`src/rtl/sync_blank_gen.sv`:
```
// Resamples raw core sync on a pixel-enable grid, measures line/frame timing,
// generates blanking/DE and a frame-height lock indicator.
module sync_blank_gen #(
    parameter int PIX_DIV     = 16,
    parameter int CNT_W       = 16,
    parameter int LOCK_FRAMES = 3,
    parameter int SYNC_POL    = 1
) (
    input  logic             clk_sys,
    input  logic             reset_n,
    input  logic             hs_in,
    input  logic             vs_in,
    input  logic [CNT_W-1:0] hb_start,
    input  logic [CNT_W-1:0] hb_end,
    input  logic [CNT_W-1:0] vb_start,
    input  logic [CNT_W-1:0] vb_end,
    output logic             ce_pix,
    output logic             hsync,
    output logic             vsync,
    output logic             hblank,
    output logic             vblank,
    output logic             de,
    output logic [CNT_W-1:0] hcnt,
    output logic [CNT_W-1:0] vcnt,
    output logic [CNT_W-1:0] line_len,
    output logic [CNT_W-1:0] frame_lines,
    output logic             frame_start,
    output logic             locked
);

    localparam int               DIV_W    = (PIX_DIV > 2) ? $clog2(PIX_DIV) : 1;
    localparam logic [DIV_W-1:0] DIV_LAST = DIV_W'(PIX_DIV - 1);
    localparam logic [CNT_W-1:0] CNT_MAX  = '1;
    localparam logic             ACT      = (SYNC_POL != 0);
    localparam logic [3:0]       LOCK_N   = 4'(LOCK_FRAMES);

    typedef enum logic [1:0] {SEARCH, TRACK, LOCKED} state_e;

    logic [DIV_W-1:0] div_q, div_d;
    logic             ce_q, ce_d;
    logic             hsync_q, hsync_d;
    logic             vsync_q, vsync_d;
    logic [CNT_W-1:0] hcnt_q, hcnt_d;
    logic [CNT_W-1:0] vcnt_q, vcnt_d;
    logic [CNT_W-1:0] line_len_q, line_len_d;
    logic [CNT_W-1:0] frame_lines_q, frame_lines_d;
    logic             fs_q, fs_d;
    logic             hblank_q, hblank_d;
    logic             vblank_q, vblank_d;
    logic             de_q, de_d;
    state_e           state_q, state_d;
    logic [3:0]       match_q, match_d;
    logic [3:0]       match_inc;
    logic [CNT_W-1:0] ref_q, ref_d;

    logic tick;
    logic hs_s, vs_s;
    logic hs_rise, vs_rise;
    logic timeout;

    assign tick    = (div_q == DIV_LAST);
    assign hs_s    = (hs_in == ACT);
    assign vs_s    = (vs_in == ACT);
    assign hs_rise = hs_s & ~hsync_q;
    assign vs_rise = vs_s & ~vsync_q;
    assign timeout = (hcnt_d == CNT_MAX) | (vcnt_d == CNT_MAX);

    always_comb begin
        div_d         = tick ? '0 : div_q + 1'b1;
        ce_d          = tick;
        hsync_d       = hsync_q;
        vsync_d       = vsync_q;
        hcnt_d        = hcnt_q;
        vcnt_d        = vcnt_q;
        line_len_d    = line_len_q;
        frame_lines_d = frame_lines_q;
        fs_d          = fs_q;
        hblank_d      = hblank_q;
        vblank_d      = vblank_q;
        de_d          = de_q;
        if (tick) begin
            hsync_d = hs_s;
            fs_d    = 1'b0;
            if (hs_rise) begin
                hcnt_d = '0;
                if (hcnt_q != CNT_MAX) line_len_d = hcnt_q + 1'b1;
                if (vcnt_q != CNT_MAX) vcnt_d = vcnt_q + 1'b1;
                vsync_d = vs_s;
                if (vs_rise) begin
                    vcnt_d = '0;
                    if (vcnt_q != CNT_MAX) frame_lines_d = vcnt_q + 1'b1;
                    fs_d = 1'b1;
                end
            end else if (hcnt_q != CNT_MAX) begin
                hcnt_d = hcnt_q + 1'b1;
            end
            hblank_d = (hcnt_d >= hb_start) | (hcnt_d < hb_end);
            vblank_d = (vcnt_d >= vb_start) | (vcnt_d < vb_end);
            de_d     = ~(hblank_d | vblank_d);
        end
    end

    // Lock tracking acts on the values being registered this tick.
    assign match_inc = match_q + 1'b1;

    always_comb begin
        state_d = state_q;
        match_d = match_q;
        ref_d   = ref_q;
        if (tick) begin
            if (timeout) begin
                state_d = SEARCH;
                match_d = '0;
            end else if (fs_d) begin
                unique case (state_q)
                    SEARCH: begin
                        state_d = TRACK;
                        match_d = '0;
                    end
                    TRACK: begin
                        if (frame_lines_d == ref_q) begin
                            match_d = match_inc;
                        end else begin
                            ref_d   = frame_lines_d;
                            match_d = 4'd1;
                        end
                        if (match_d >= LOCK_N) state_d = LOCKED;
                    end
                    LOCKED: begin
                        if (frame_lines_d != ref_q) begin
                            state_d = TRACK;
                            ref_d   = frame_lines_d;
                            match_d = 4'd1;
                        end
                    end
                    default: begin
                        state_d = SEARCH;
                        match_d = '0;
                    end
                endcase
            end
        end
    end

    always_ff @(posedge clk_sys or negedge reset_n) begin
        if (!reset_n) begin
            div_q         <= '0;
            ce_q          <= 1'b0;
            hsync_q       <= 1'b0;
            vsync_q       <= 1'b0;
            hcnt_q        <= '0;
            vcnt_q        <= '0;
            line_len_q    <= '0;
            frame_lines_q <= '0;
            fs_q          <= 1'b0;
            hblank_q      <= 1'b1;
            vblank_q      <= 1'b1;
            de_q          <= 1'b0;
            state_q       <= SEARCH;
            match_q       <= '0;
            ref_q         <= '0;
        end else begin
            div_q         <= div_d;
            ce_q          <= ce_d;
            hsync_q       <= hsync_d;
            vsync_q       <= vsync_d;
            hcnt_q        <= hcnt_d;
            vcnt_q        <= vcnt_d;
            line_len_q    <= line_len_d;
            frame_lines_q <= frame_lines_d;
            fs_q          <= fs_d;
            hblank_q      <= hblank_d;
            vblank_q      <= vblank_d;
            de_q          <= de_d;
            state_q       <= state_d;
            match_q       <= match_d;
            ref_q         <= ref_d;
        end
    end

    assign ce_pix      = ce_q;
    assign hsync       = hsync_q;
    assign vsync       = vsync_q;
    assign hcnt        = hcnt_q;
    assign vcnt        = vcnt_q;
    assign line_len    = line_len_q;
    assign frame_lines = frame_lines_q;
    assign frame_start = fs_q;
    assign hblank      = hblank_q;
    assign vblank      = vblank_q;
    assign de          = de_q;
    assign locked      = (state_q == LOCKED);

endmodule

```
`config.mk`:
```
export PLATFORM = sky130hd
export DESIGN_NAME = sync_blank_gen
export DESIGN_NICKNAME = d
export VERILOG_FILES = /design/src/rtl/sync_blank_gen.sv
export SDC_FILE = /design/constraint.sdc
export NUM_CORES = 1
export LEC_CHECK = 0
export ABC_AREA = 1
export CAP_MARGIN = 20
export CORE_MARGIN = 2
export CORE_UTILIZATION = 50
export CTS_BUF_LIST = sky130_fd_sc_hd__clkbuf_4 sky130_fd_sc_hd__clkbuf_8
export CTS_CLUSTER_SIZE = 10
export DETAILED_ROUTE_END_ITERATION = 10
export GPL_TIMING_DRIVEN = 0
export PLACE_DENSITY = 0.77
export SYNTH_ARGS = -nofsm -noshare
export SYNTH_HDL_FRONTEND = slang
export SYNTH_SLANG_ARGS = --single-unit
```
`constraint.sdc`:
```
create_clock -name clk_sys -period 2.67 [get_ports clk_sys]
set_clock_uncertainty 0.15 [all_clocks]
set_input_delay 0.4005 -clock clk_sys [delete_from_list [all_inputs] [get_ports clk_sys]]
set_output_delay 0.4005 -clock clk_sys [all_outputs]
set_load 0.02 [all_outputs]
```
Word-level counts from Yosys, hierarchy flattened
Cells that the tools add are included.
{"block": "classes", "addsub": 4, "mul": 0, "div_mod_pow": 0, "order_cmp": 5, "eq_ne": 13, "shifts": 0, "mux": 34, "bitwise_logic": 10, "n_reduce_logical": 8}
{"op": "two-way mux 16 bit", "n": 15}
{"op": "two-way mux 4 bit", "n": 9}
{"op": "adder 16 x 1 -> 16 bit (second input constant)", "n": 2}
{"op": "equality test 16 bit (second input constant)", "n": 2}
{"op": ">= comparator 16 bit", "n": 2}
{"op": "< comparator 16 bit", "n": 2}
{"op": "!= test 16 bit (second input constant)", "n": 2}
{"op": "case mux 16 bit (2 select lines)", "n": 1}
{"op": "equality test 16 bit", "n": 1}
{"op": "!= test 16 bit", "n": 1}
{"op": "adder 4 x 1 -> 4 bit (second input constant)", "n": 2}
{"op": "two-way mux 2 bit", "n": 4}
{"op": "case mux 4 bit (2 select lines)", "n": 1}
{"op": "case mux 2 bit (3 select lines)", "n": 1}
{"op": "AND reduction 3 bit", "n": 2}
{"op": "AND reduction 6 bit", "n": 1}
{"op": "equality test 4 bit (second input constant)", "n": 1}
{"op": ">= comparator 4 x 2 -> 1 bit (second input constant)", "n": 1}
{"op": "inverter 1 bit", "n": 4}
{"op": "OR 1 bit", "n": 4}
{"op": "AND reduction 4 bit", "n": 1}
{"op": "nonzero test 2 bit", "n": 2}
{"op": "two-way mux 1 bit", "n": 3}
{"op": "!= test 3 x 1 -> 1 bit (second input constant)", "n": 1}
{"op": "8 further kinds", "n": 9}
{"block": "word_totals", "regBits": 97, "latch_bits": 0, "mem_bits_rw": 0, "mem_bits_ro": 0, "inputBits": 68, "out_inout_bits": 72, "word_cells": 89, "mem_count": 0}

Logic depth before layout (Yosys ltp)
Gate-level depths: netlist (run 1).
{"block": "depth", "ltp_word": 16, "depth_mapped": 21, "depth_no_buf": 20}

Least setup slack after synthesis (run 1)
No wires, ideal clock.
{"block": "synth_timing", "kind": "register -> register", "from": "register vcnt_q[0] (netlist: vcnt[0])", "to": "register vblank_q (netlist: vblank)", "setup_ns": 0.077, "arrival_time_ns": 2.622, "t_required_ns": 2.443, "path_slack_ns": -0.179, "stages_incl_launch_ff": 20, "path_buffers": 0, "synth_period_minus_slack_ns": 2.849, "path_cell_list": "dfrtp_1 -> ha_1 -> nand2_1 -> nor2_2 -> nand3_2 -> nor2_4 -> nor2_2 -> nand2_1 -> nand2_1 -> a21oi_1 -> ha_1 -> nand2_1 -> inv_1 -> nand3_1 -> nor3_1 -> nand2_1 -> o2111ai_1 -> a31oi_1 -> nand3_1 -> o21a_1"}
{"block": "synth_between", "elab_chain_cells": 7, "word_cells_on_any_way": 9, "classes_between": "add/sub (1); order compare (2); eq/ne (1); mux (4); bitwise (1)"}
{"element": "start: declaration", "line": "44", "text": "logic [CNT_W-1:0] vcnt_q, vcnt_d;"}
{"element": "start signal: assignment", "line": "168", "text": "vcnt_q <= vcnt_d;"}
{"element": "adder 16 x 1 -> 16 bit / != test 16 bit (equally long branches)", "line": "87", "text": "if (vcnt_q != CNT_MAX) vcnt_d = vcnt_q + 1'b1;"}
{"element": "two-way mux 16 bit", "line": "87"}
{"element": "two-way mux 16 bit", "line": "89", "text": "if (vs_rise) begin"}
{"element": "two-way mux 16 bit *", "line": "84", "text": "if (hs_rise) begin"}
{"element": "two-way mux 16 bit *", "line": "81", "text": "if (tick) begin"}
{"element": ">= comparator 16 bit / < comparator 16 bit (equally long branches)", "line": "98", "text": "vblank_d = (vcnt_d >= vb_start) | (vcnt_d < vb_end);"}
{"element": "OR 1 bit *", "line": "98"}
{"element": "end signal: assignment", "line": "173", "text": "vblank_q <= vblank_d;"}
{"element": "end: declaration", "line": "49", "text": "logic vblank_q, vblank_d;"}
Every way passes the cells marked *; elsewhere a longest branch is shown, timed or not. The select of a mux whose other input is x is not followed.
A chain may end at the register's enable or synchronous reset.

Worst setup path in the final report (run 1)
{"block": "layout_timing", "from": "register vcnt_q[0] (netlist: vcnt[0])", "to": "register ref_q[6]"}
{"block": "layout_between", "elab_chain_cells": 10, "word_cells_on_any_way": 22, "classes_between": "add/sub (1); eq/ne (6); mux (12); bitwise (2); reduce/logical (1)"}
{"element": "adder 16 x 1 -> 16 bit / != test 16 bit (equally long branches)", "line": "87, 91"}
{"element": "two-way mux 16 bit", "line": "87"}
{"element": "two-way mux 16 bit", "line": "89"}
{"element": "two-way mux 16 bit", "line": "84"}
{"element": "two-way mux 16 bit (2 in series)", "line": "81"}
{"element": "equality test 16 bit", "line": "66", "text": "assign timeout = (hcnt_d == CNT_MAX) | (vcnt_d == CNT_MAX);"}
{"element": "OR 1 bit", "line": "66"}
{"element": "inverter 1 bit (no source line)"}
{"element": "AND reduction 6 bit (no source line)"}
{"element": "end signal: assignment", "line": "177", "text": "ref_q <= ref_d;"}
{"element": "end: declaration", "line": "54", "text": "logic [CNT_W-1:0] ref_q, ref_d;"}
Parallel ways exist; a longest one is shown, timed or not. The select of a mux whose other input is x is not followed.

==> run metrics, run 1 <==
Warnings, synthesis 0; Worst EP arrival about 3.2 ns; leak pwr 5.70 nW; htree depth 3; Async SR Flop Fraction between 90% and 100%; startpoint type of the worst setup path flip-flop; Final period util 114%; die area around 16000 um^2; Post-Synthesis Net Count 1266; Hold Crit Class input port to flip-flop; Worst Setup End Kind flip-flop; worst-path fanout max 5; Layout area overhead 42.1%; final hold violation count 0; Peak Freq around 330 MHz; DRC viols 0; CP max stage cell dfrtp_2; CTS buffer count 9; sequential fraction of the synthesis area 31.5%; WP data required roughly 2.8 ns; Post-synth top flop dfrtp_1; die extent in x around 130 um; Max transition margin 68.6%; DRT Pass-1 Iters 6; Max Cap Viol 0; synthesized area between 7000 and 8000 um^2; Hold Worst Slack 0.304 ns; clock sink total just under 100; most used cell, CP nand2_2; Post-DRT Antenna Nets 0; initial drt markers roughly 840; core area about 15000 um^2; Ant. Diodes 0; RSZ-0062 raised after global routing true; Post-synth EDFFs 0; HP Start hs_in; port bufs between 100 and 150; Final setup violation count 25; Clk Tree Root Cell clkbuf_8; die height ~130 um; largest net degree at the start of global routing 65; WS Path Type flip-flop to flip-flop; Mapped Cells between 1000 and 1500; R2R Path Start vcnt[0]; most common cell after layout, fill and taps aside nand2_1; Least-Margin Pin Slew between 0.4 and 0.5 ns; antenna violations before repair 0; final max-slew violation count 0; Final Instance Area about 11000 um^2; CP max stage delay approximately 0.45 ns; CTS tree done; Worst-path clk slew 0.09 ns; Top-Level Pins 140; wire length of the first global-routing pass a little under 40000 um; violated checks setup timing; GRT Total Usage 30.1%; Vias/cell between 5 and 6; Unique masters post-synth 47; grt total ovfl 0; Starting Density between 50 and 60%; register bit count reported by yosys 97; DR WL/cell approximately 16 um; CP Cell Sequence ha_4 -> nand3_4 -> nor2_4 -> nand3_4 -> buf_6 -> nand2_8 -> buf_12 -> buf_12 -> nand2_2 -> nand3_2 -> nand2_2 -> nor2_2 -> nand2_2 -> nor2_4 -> nand2_2 -> nand2_4 -> inv_8 -> buf_6 -> buf_12 -> o21ai_2; Clock Latency Late Sink 0.40 ns; final wirelength 25000 um; detailed placement HPWL around 18000 um; total number of vias around 8500; vias in the first global route between 7000 and 8000; synthesized area per cell around 6.8 um^2; most frequent cells in the layout nand2_1, inv_1, clkdlybuf4s50_1; Site Rows 45; layout cells sized above 1 between 20% and 30%; setup_tns -6.70 ns; fillers approximately 1200; Clock Tree Buf Depth 2; worst setup margin -0.382 ns; fin nets about 1500; minimum clock period 3.05 ns; Pwr per Cell Area 346 nW/um^2; placed cell area roughly 9400 um^2; Critical Path Start vcnt[0]; status finished, violations left; Peak VDD IR 247 uV; Final Wtd Congestion 0.931; post-route core utilization between 70 and 80%
-- synth_stat cells, types with 9 or more instances --
master	number	share of area, %
nand2_1	377	18
clkbuf_1	10	0.49
nor2_1	75	3.7
nand3_1	109	7.1
nand4_1	19	1.5
o21ai_2	13	1.5
nand3b_1	9	0.88
dfrtp_1	95	31
inv_1	166	8.1
a21oi_1	54	3.5
nor2_2	10	0.81
o21ai_0	30	1.9
xor2_1	10	1.1
ha_1	70	11
-- kinds of logic after synthesis --
family                   Yosys count  synth area share, %
adder cells (fa/ha/maj)           70                 11.4
buffers and inverters            199                 10.5
flip-flops                        97                 31.5
AND/OR/NAND/NOR                  629                 35.9
XOR/XNOR                          11                 1.25
AO/OA/AOI/OAI                    122                 9.49
-- power by group --
part	internal [mW]	leakage, nW	switching (mW)	total, mW
clock network	0.350	0.0819	0.555	0.905
logic	0.551	4.51	0.703	1.25
registers	1.55	1.10	0.0877	1.63
-- sequential cells by signal (all words and copies together) (netlist names), 2 cells and up --
| name | cells |
|---|---|
| div_q | 4 |
| frame_lines | 16 |
| hcnt | 16 |
| line_len | 16 |
| match_q | 4 |
| ref_q | 16 |
| state_q | 2 |
| vcnt | 16 |
-- layer usage --
layer  routed length, um  share of wire, %  vias to the layer above  GRT usage [%]
li1                    -                 -                     4083              -
met1               10500                42                     3905           40.8
met2               11400                46                      455           47.6
met3                2480               9.9                       69           7.35
met4                 646               2.6                        0           9.50
met5                   0                 0                        -              0
-- final timing paths --
check                           cells past startpoint  slack [ns]              to
worst max register to register                     20       -0.38        ref_q[6]
worst max-delay path                               20       -0.38        ref_q[6]
worst min register to register                      2        0.34          hblank
min in group asynchronous                           2        0.35  frame_lines[7]
worst min-delay path                                3        0.30           hsync
max in group asynchronous                           3        1.29          hblank
-- critical path: cells and delay by family, from the launching register on --
kind / cells / cell delay (ns)
adder cells (fa/ha/maj): 1 / 0.19
buffers and inverters: 6 / 0.69
flip-flops: 1 / 0.45
AO/OA/AOI/OAI: 1 / 0.14
AND/OR/NAND/NOR: 12 / 1.34
-- through the flow --
step | std cells | setup WS (ns) | power (mW)
final | 1558 | -0.382 | 3.79
after CTS | 1541 | -0.228 | 3.73
after global placement | 1455 | -2.98 | 2.68
after floorplan | 1128 | -0.0448 | 2.25
after detailed placement | 1456 | -1.21 | 2.71
after global routing | 1558 | -0.520 | 4.00
-- cell type report --
type	instances	area, um^2	area share (%)
sequential	97	2460	22.4
multi-input combinational	833	5030	46.0
timing repair buffer	225	2150	19.6
clock buffer	10	131	1.20
inverter	174	669	6.11
clock inverter	6	45.0	0.411
tap	188	235	2.15
buffer	25	235	2.15
-- timing repair --
| item | in CTS | in global routing |
|---|---|---|
| endpoints found under the hold margin | 33 | 0 |
| endpoints found under the setup margin | 39 | 41 |
| hold buffers | 1 | 0 |
| pin swaps | 43 | 33 |
| cloned | 3 | 0 |
| resized for setup | 137 | 67 |
| setup buffers | 65 | 23 |
No activity file was read; power rests on OpenSTA's default activity.
==> run 2, diff against run 1 <==
--- a/config.mk
+++ b/config.mk
@@ -14,6 +14,7 @@
 export DETAILED_ROUTE_END_ITERATION = 10
 export GPL_TIMING_DRIVEN = 0
 export PLACE_DENSITY = 0.77
+export SETUP_SLACK_MARGIN = 0.05
 export SYNTH_ARGS = -nofsm -noshare
 export SYNTH_HDL_FRONTEND = slang
 export SYNTH_SLANG_ARGS = --single-unit
==> run metrics, run 2 (synthesized netlist as in run 1, its figures left out) <==
Ant. Diodes 0 (unchanged); fin nets 1489 (was 1503); Pwr per Cell Area 381 nW/um^2 (was 346 nW/um^2); setup_tns -5.74 ns (was -6.70 ns); die area 16400 um^2 (unchanged); Final setup violation count 25 (unchanged); sequential share of power 38.7% (was 43.1%); Clk Tree Root Cell clkbuf_8 (unchanged); CTS buffer count 9 (unchanged); clock share of power 30.7% (was 23.9%); Peak Freq 340 MHz (was 328 MHz); Max transition margin 68.2% (was 68.6%); DRT Pass-1 Iters 8 (was 6); status finished, violations left (unchanged); vias in the first global route 7701 (was 7976); worst setup margin -0.273 ns (was -0.382 ns); detailed placement HPWL 17900 um (about the same); clock sink total 97 (unchanged); grt total ovfl 0 (unchanged); die height 128 um (unchanged); placed cell area 9420 um^2 (unchanged); most common cell after layout, fill and taps aside nand2_1 (unchanged); Post-DRT Antenna Nets 0 (unchanged); Clock Latency Late Sink 0.39 ns (was 0.40 ns); Final Wtd Congestion 0.962 (was 0.931); initial drt markers 945 (was 835); minimum clock period 2.94 ns (was 3.05 ns); Max Cap Viol 0 (unchanged); DRC viols 0 (unchanged); Layout area overhead 43.6% (was 42.1%); Worst Setup End Kind flip-flop (unchanged); sw frac 32.1% (was 35.5%); dpl ws -1.11 ns (was -1.21 ns); Least-Margin Pin Slew 0.477 ns (was 0.469 ns); Vias/cell 5.55 (was 5.46); port bufs 139 (unchanged); Int Power 2.87 mW (was 2.45 mW); core area 15100 um^2 (unchanged); die extent in x 128 um (unchanged); Starting Density 50.9% (unchanged); violated checks setup timing (unchanged); CTS tree done (unchanged); Site Rows 45 (unchanged); DR WL/cell 16.5 um (was 16.1 um); GRT Total Usage 30.1% (about the same); placed instance count 1456 (unchanged); WP data required 2.84 ns (was 2.83 ns); htree depth 3 (unchanged); wire length of the first global-routing pass 38600 um (was 38900 um); Peak VDD IR 303 uV (was 247 uV); Worst EP arrival 3.12 ns (was 3.22 ns); startpoint type of the worst setup path flip-flop (unchanged); final wirelength 25500 um (was 25000 um); antenna violations before repair 0 (unchanged); WS Path Type flip-flop to flip-flop (unchanged); Comb power frac 30.7% (was 33.1%); final hold violation count 0 (unchanged); Psw 1.36 mW (was 1.35 mW); total number of vias 8573 (was 8512); Final period util 110% (was 114%); Top-Level Pins 140 (unchanged); Clock Tree Buf Depth 2 (unchanged); final cell count without fillers 1544 (was 1558); final max-slew violation count 0 (unchanged); largest net degree at the start of global routing 65 (unchanged); Hold Crit Class flip-flop to flip-flop (was input port to flip-flop); layout cells sized above 1 24.6% (was 23.2%); worst-path fanout max 4 (was 5); RSZ-0062 raised after global routing true (unchanged); Final Instance Area 11100 um^2 (was 11000 um^2); leak pwr 5.77 nW (was 5.70 nW); most frequent cells in the layout nand2_1, inv_1, clkdlybuf4s50_1 (unchanged); Hold Worst Slack 0.327 ns (was 0.304 ns); Worst-path clk slew 0.09 ns (about the same)
==> run 2: critical path, cell delays in order (launching register included) <==
cell and delay [ns]:
dfrtp_2 0.46, clkinvlp_4 0.17, nor2_4 0.20, buf_4 0.16, nand3_1 0.08, nand2_1 0.09
nand2_1 0.13, a21boi_2 0.23, ha_1 0.27, a21oi_1 0.15, o21ai_0 0.12, nand2_1 0.09
o2111ai_2 0.12, a31oi_2 0.23, nand3_1 0.11, o21a_1 0.11
==> run 2: what timing repair did <==
| action | 4_1_cts | 5_1_grt |
|---|---|---|
| hold endpoints to repair | 33 | 0 |
| setup endpoints to repair | 39 | 39 |
| gates resized for setup | 104 | 143 |
| hold buffers | 1 | 0 |
| pin swaps | 32 | 38 |
| cloned | 3 | 1 |
| buffers inserted | 43 | 25 |
==> run 2: path summary, 6_finish.rpt <==
check                                 start        endpoint  slack (ns)  cells after the start
worst max-delay path                vcnt[0]          vblank       -0.27                     15
worst min-delay path            line_len[1]     line_len[1]        0.33                      2
worst max register to register      vcnt[0]          vblank       -0.27                     15
worst min register to register  line_len[1]     line_len[1]        0.33                      2
max in group asynchronous           reset_n          vblank        1.29                      3
min in group asynchronous           reset_n  frame_lines[7]        0.34                      2
==> run 2: cell type report <==
| type | count | area [um^2] |
|---|---|---|
| multi-input combinational | 833 | 5210 |
| fill | 1133 | 4070 |
| sequential | 97 | 2460 |
| timing repair buffer | 211 | 2000 |
| inverter | 174 | 673 |
| tap | 188 | 235 |
| buffer | 25 | 224 |
| clock buffer | 11 | 145 |
| clock inverter | 5 | 128 |
==> run 2: power by group through the flow <==
stage	Clock (mW)	Combinational [mW]	Sequential [mW]
floorplan	0	0.520	1.73
global placement	0	1.02	1.66
detailed placement	0	1.05	1.66
CTS	1.30	1.17	1.62
global route	1.36	1.42	1.64
finish	1.30	1.30	1.63
==> run 2: layer usage <==
metal	global-route usage, %	vias to the layer above	share of wire (%)
li1	-	4057	-
met1	43.0	3938	42
met2	45.9	501	45
met3	5.59	77	9.5
met4	10.3	0	3.0
met5	0	-	0
==> run 2: metrics by stage <==
| stage | power (mW) | util, % |
|---|---|---|
| after global routing | 4.41 | 73.1 |
| after global placement | 2.68 | 62.0 |
| after floorplan | 2.25 | - |
| final | 4.22 | 73.1 |
| after CTS | 4.09 | 68.4 |
| after detailed placement | 2.71 | 62.2 |
